==> config.mk <==
export PLATFORM = sky130hd
export DESIGN_NAME = relobi_a_cut
export DESIGN_NICKNAME = d
export VERILOG_FILES = /design/src/rtl/relobi_a_cut.sv
export SDC_FILE = /design/constraint.sdc
export NUM_CORES = 1
export LEC_CHECK = 0
export BUFFER_PORTS_ARGS = -buffer_cell sky130_fd_sc_hd__buf_2
export CAP_MARGIN = 25
export CELL_PAD_IN_SITES_DETAIL_PLACEMENT = 0
export CELL_PAD_IN_SITES_GLOBAL_PLACEMENT = 2
export CORE_MARGIN = 2
export CORE_UTILIZATION = 35
export CTS_CLUSTER_SIZE = 12
export DETAILED_ROUTE_END_ITERATION = 6
export GPL_TIMING_DRIVEN = 0
export PLACE_DENSITY_LB_ADDON = 0.15
export SLEW_MARGIN = 20
export SYNTH_ARGS = -nofsm -noshare
export SYNTH_HDL_FRONTEND = slang
export SYNTH_SLANG_ARGS = --single-unit
==> constraint.sdc <==
create_clock -name clk_i -period 11.2 [get_ports clk_i]
set_clock_uncertainty 0.05 [all_clocks]
set_input_delay 2.24 -clock clk_i [delete_from_list [all_inputs] [get_ports clk_i]]
set_output_delay 2.24 -clock clk_i [all_outputs]
set_load 0.05 [all_outputs]
==> src/rtl/relobi_a_cut.sv <==
// relobi_a_cut: two-entry spill register on the relOBI A channel.
// It sits in front of the relOBI-to-OBI decoder and breaks the req/gnt and payload paths.
// The A payload is stored and forwarded still ECC-encoded. It is never decoded on the
// forwarding path.
// The occupancy count and the head pointer are each held as three copies. The copies are
// voted every cycle and all three are rewritten from the vote, so a single upset heals itself.
// The R channel passes straight through.
// Optional feature: define RELOBI_A_CUT_ECC_CHECK_EN to check the head entry's ECC. The
// check only raises faults; it never corrects the forwarded payload.

package relobi_a_cut_pkg;

  typedef struct packed {
    logic [38:0] addr;       // 32-bit address + 7 Hsiao check bits
    logic        we;
    logic [3:0]  be;
    logic [38:0] wdata;      // 32-bit data + 7 Hsiao check bits
    logic [3:0]  aid;
    logic [7:0]  other_ecc;  // protects we/be/aid
  } relobi_a_chan_t;

  typedef struct packed {
    logic [38:0] rdata;
    logic [3:0]  rid;
    logic        err;
    logic [5:0]  other_ecc;
  } relobi_r_chan_t;

  typedef struct packed {
    logic [2:0]     req;
    relobi_a_chan_t a;
    logic [2:0]     rready;
  } relobi_req_t;

  typedef struct packed {
    logic [2:0]     gnt;
    logic [2:0]     rvalid;
    relobi_r_chan_t r;
  } relobi_rsp_t;

endpackage

module relobi_a_cut #(
  parameter bit          UseRReady       = 1'b1,
  parameter type         relobi_a_chan_t = relobi_a_cut_pkg::relobi_a_chan_t,
  parameter type         relobi_req_t    = relobi_a_cut_pkg::relobi_req_t,
  parameter type         relobi_rsp_t    = relobi_a_cut_pkg::relobi_rsp_t,
  parameter int unsigned FaultCntWidth   = 8
) (
  input  logic                     clk_i,
  input  logic                     rst_ni,
  input  logic                     clear_i,
  input  relobi_req_t              sbr_req_i,
  output relobi_rsp_t              sbr_rsp_o,
  output relobi_req_t              mgr_req_o,
  input  relobi_rsp_t              mgr_rsp_i,
  output logic                     fault_o,
  output logic [FaultCntWidth-1:0] fault_cnt_o
);

  function automatic logic maj3(input logic [2:0] v);
    return (v[0] & v[1]) | (v[0] & v[2]) | (v[1] & v[2]);
  endfunction

  function automatic logic [1:0] maj3_vec(input logic [1:0] a, input logic [1:0] b,
                                          input logic [1:0] c);
    return (a & b) | (a & c) | (b & c);
  endfunction

  function automatic logic split3(input logic [2:0] v);
    return (v != 3'b000) && (v != 3'b111);
  endfunction

  logic [2:0][1:0]          occ_q;
  logic [1:0]               occ_d;
  logic [2:0]               head_q;
  logic                     head_d;
  relobi_a_chan_t           slot_q [2];
  relobi_a_chan_t           head_a;
  logic [1:0]               occ_v, occ_eff;
  logic                     head_v, tail;
  logic                     in_valid, out_ready, gnt, push, pop;
  logic                     state_fault, ecc_fault;
  logic [FaultCntWidth-1:0] fault_cnt_q, fault_cnt_d;

  // Vote the handshakes and the replicated state, then compute a single next state
  always_comb begin
    in_valid  = maj3(sbr_req_i.req);
    out_ready = maj3(mgr_rsp_i.gnt);
    occ_v     = maj3_vec(occ_q[0], occ_q[1], occ_q[2]);
    head_v    = maj3(head_q);
    // An illegal count of 3 is treated as full, so the slice drains back to a legal state.
    occ_eff   = (occ_v == 2'd3) ? 2'd2 : occ_v;
    gnt       = (occ_eff < 2'd2);
    push      = in_valid && gnt;
    pop       = out_ready && (occ_eff != 2'd0);
    tail      = head_v ^ occ_eff[0];
    occ_d     = occ_eff + {1'b0, push} - {1'b0, pop};
    head_d    = pop ? ~head_v : head_v;
    head_a    = slot_q[head_v];
  end

  // Replicated control state: every copy is rewritten from the voted next value
  always_ff @(posedge clk_i or negedge rst_ni) begin
    if (!rst_ni) begin
      occ_q  <= '0;
      head_q <= '0;
    end else begin
      occ_q  <= {3{occ_d}};
      head_q <= {3{head_d}};
    end
  end

  // Payload slots hold data only and are not reset
  always_ff @(posedge clk_i) begin
    if (push) slot_q[tail] <= sbr_req_i.a;
  end

  // Redundancy faults: split input triples, diverged copies, or an illegal count
  always_comb begin
    state_fault = split3(sbr_req_i.req) || split3(mgr_rsp_i.gnt) ||
                  (occ_q[0] != occ_q[1]) || (occ_q[0] != occ_q[2]) ||
                  (occ_v == 2'd3) || split3(head_q);
    fault_o     = state_fault || ecc_fault;
  end

`ifdef RELOBI_A_CUT_ECC_CHECK_EN
  // The default relOBI buses carry 32-bit addr/wdata protected by Hsiao codes.
  localparam int unsigned AddrWidth = 32;
  localparam int unsigned DataWidth = 32;
  logic [1:0] addr_err, wdata_err;
  logic       other_fault;

  hsiao_ecc_dec #(
    .DataWidth (AddrWidth)
  ) i_addr_dec (
    .in         (head_a.addr),
    .out        (),
    .syndrome_o (),
    .err_o      (addr_err)
  );

  hsiao_ecc_dec #(
    .DataWidth (DataWidth)
  ) i_wdata_dec (
    .in         (head_a.wdata),
    .out        (),
    .syndrome_o (),
    .err_o      (wdata_err)
  );

  relobi_a_other_decoder #(
    .relobi_a_chan_t (relobi_a_chan_t)
  ) i_other_dec (
    .a_i     (head_a),
    .fault_o (other_fault)
  );

  // A bad syndrome matters only while the head slot holds a live entry.
  always_comb begin
    ecc_fault = (occ_eff != 2'd0) && ((addr_err != 2'b00) || (wdata_err != 2'b00) || other_fault);
  end
`else
  // Without the checker, faults come only from the redundancy logic.
  always_comb begin
    ecc_fault = 1'b0;
  end
`endif

  // Handshake and pass-through outputs. gnt depends only on registered state.
  always_comb begin
    sbr_rsp_o        = '0;
    sbr_rsp_o.gnt    = {3{gnt}};
    sbr_rsp_o.rvalid = mgr_rsp_i.rvalid;
    sbr_rsp_o.r      = mgr_rsp_i.r;
    mgr_req_o        = '0;
    mgr_req_o.req    = {3{occ_eff != 2'd0}};
    mgr_req_o.a      = head_a;
    mgr_req_o.rready = UseRReady ? sbr_req_i.rready : 3'b111;
  end

  // Next value of the saturating fault counter; clear wins over an increment
  always_comb begin
    fault_cnt_d = fault_cnt_q;
    if (clear_i) begin
      fault_cnt_d = '0;
    end else if (fault_o && (fault_cnt_q != {FaultCntWidth{1'b1}})) begin
      fault_cnt_d = fault_cnt_q + FaultCntWidth'(1);
    end
  end

  // Fault counter register
  always_ff @(posedge clk_i or negedge rst_ni) begin
    if (!rst_ni) fault_cnt_q <= '0;
    else         fault_cnt_q <= fault_cnt_d;
  end

  assign fault_cnt_o = fault_cnt_q;

endmodule

==> flow_summary_export.csv <==
group,metric,value,unit
run_status,status,"finished, final reports clean",
global_routing,grt_overflow_total,0,
logic_synthesis,yosys.area.top_type,"edfxtp_1",
finish,final_area,0.01057,mm2
finish,nets,896,
clocking,clkSlewWorstSetupHoldPaths,0.05,ns
critical_path,timing.rr.start,"head_q[0]$_DFFE_PN0N_",
logic_synthesis,synth_top_area_share,0.7126,
global_routing,grt_pass1_vias,4786,
logic_synthesis,syn_area,0.008006,mm2
timing,fin_tns_setup,0,ns
logic_synthesis,ys_seq_area_frac,0.7470,
routing,wl_per_cell,16.54,um
floorplan,num_rows,55,
logic_synthesis,yosysWarnings,0,
global_routing,grt_max_degree,23,
power,powerDensity,301.2,mW/mm2
floorplan,die_h,155.2,um
placement,gp_congestion,0.7307,
finish,drive_gt1_frac,0.6412,
critical_path,cp_max_fo,9,
placement,place_area,0.009930,mm2
timing,hold_viol_final,0,
clocking,cts_hold_buf,0,
critical_path,critPathArrivalTime,3.27,ns
timing,rsz0062_at_grt,"false",
critical_path,required,8.91,ns
critical_path,cp_cell_sequence,"buf_2 -> and3_1 -> o2111a_1 -> buf_6 -> inv_1 -> buf_2",
finish,final_cell_mix,"buf_2, edfxtp_1, mux2_2, buf_4, clkbuf_16",
timing,fin_crit_sh,0.4962,
worst_hold_path,worstHoldPathType,"reg -> reg",
critical_path,startpoint_type,"input port",
logic_synthesis,synth_seq_cells,201,
floorplan,core_area,0.02257,mm2
finish,final_common_cell,"buf_2",
logic_synthesis,async_flop_share,0.05473,
clocking,htree_levels,1,
logic_synthesis,ys_types,35,
finish,syn_to_final_growth,32.02,%
timing,worstMarginPinSlew,0.6825,ns
timing,relSlewSlack,0.5439,
floorplan,die_area,0.02410,mm2
routing,drtIter0Drc,141,
logic_synthesis,syn_avg_cell_area,18.53,um2
critical_path,cp-startpoint,"sbr_req_i[100]",
logic_synthesis,syn_inst,432,
clocking,post_cts_buffers,0,
critical_path,critical_path_class,"in -> out",
critical_path,path_common_cell,"buf_2",
global_routing,antenna_found_initial,3,
worst_hold_path,worstHoldStart,"occ_q[5]$_DFF_PN0_",
finish,utilization,0.4683,
logic_synthesis,synth-edff-count,190,
placement,place_ws,5.648,ns
critical_path,cp-end-kind,"output port",
global_routing,grt_use_total,0.1338,
critical_path,cpMaxStageDelayCell,"buf_2",
clocking,root_buffer,"clkbuf_16",
critical_path,cpPeakStageDelay,0.27,ns
routing,first_pass_iters,4,
routing,routed_wirelength,17080,um
logic_synthesis,synth_area_leaders,"edfxtp_1, mux2_2, buf_4",
routing,viasPerCell,4.513,
clocking,clock-sinks,201,
global_routing,grt_pass1_wl,25190,um
floorplan,initial_core_util,0.3547,
routing,antenna_left,0,
logic_synthesis,synth_ff_type,"edfxtp_1",
placement,io_buffers,269,
routing,route.detailed.drc,0,
floorplan,pin_count,326,
logic_synthesis,syn_nets,595,
power,ir_drop,0.0001660,V
routing,via_count,4662,
timing,max_freq,179.9,MHz
placement,hpwl,12410,um
clocking,numCtsBuffers,22,
clocking,worstSkewPairLatency,0.49,ns
power,leakage,0.004224,uW
clocking,clk_path_buf_depth,3,
timing,setup_viol,0,
floorplan,die_w,155.2,um
timing,fin_crit,5.557,ns
timing,slew_violations,0,
timing,fin_ws,5.643,ns
clocking,cts_tree,"done",
clocking,cts.repair.resized,0,
job,cap_viol_max_count,0,
==> report_power, final <==
part	switching, uW	total (uW)	internal, uW
registers	39.2	1090	1050
clock network	267	641	375
logic	1040	1450	415
==> cell usage after synthesis (3+ instances only) <==
library cell,number
edfxtp_1,190
mux2_2,100
buf_4,61
dfrtp_1,11
clkbuf_1,7
nor2_1,7
nor2b_1,7
nand2_1,6
inv_1,4
nor4_1,4
buf_2,3
ha_1,3
==> through the flow <==
step                power, uW  hold slack [ns]  std cells
finish                   3183           0.4959       1033
floorplan                2213           0.4485        432
global placement         2545           0.4729        986
global route             3332           0.5596       1032
CTS                      3236           0.5029       1032
detailed placement       2581           0.4944        994
==> worst max-delay path: cells and delay by family <==
family / cells / cell delay (ns)
simple gates: 1 / 0.17
compound gates: 1 / 0.25
buf+inv: 4 / 0.61
==> flip-flops by register name, indices dropped and copies added (netlist names) <==
signal       count
head_q           1
occ_q            2
slot_q         190
fault_cnt_o      8
==> final cells by class <==
cell class                 count  area, um2
buffer                        74      518.0
inverter                       4      15.01
multi-input combinational    153       1508
antenna                        1      2.502
timing repair buffer         277       1551
tap                          285      356.6
fill                        2043      12000
clock buffer                  31      605.6
sequential                   201       5981
clock inverter                 7      32.53
==> final timing paths <==
kind                                               to  slack (ns)  cells past startpoint
min in group asynchronous  fault_cnt_o[2]$_DFFE_PN0P_        1.57                      1
max in group asynchronous  fault_cnt_o[4]$_DFFE_PN0P_        9.31                      1
max                                           fault_o        5.64                      6
min                                occ_q[5]$_DFF_PN0_        0.50                      1
min reg2reg                        occ_q[5]$_DFF_PN0_        0.50                      1
max reg2reg                   slot_q[1][44]$_DFFE_PP_        8.16                      6
==> metal layers <==
layer / track usage / vias to the layer above / share of wire
met1: 0.1498 / 2227 / 0.38
met5: 0 / - / 0.00076
met3: 0.06212 / 27 / 0.12
met2: 0.2305 / 228 / 0.48
met4: 0.03713 / 2 / 0.018
li1: - / 2178 / -
==> kinds of logic after synthesis <==
group / after synthesis / synth area share
AND/OR/NAND/NOR: 36 / 0.02469
flip-flops: 201 / 0.7470
XOR/XNOR: 4 / 0.004376
multiplexers: 101 / 0.1419
AO/OA/AOI/OAI: 8 / 0.009532
adder cells (fa/ha/maj): 4 / 0.005939
buffers and inverters: 78 / 0.06657
(Power assumes the default switching activity.)
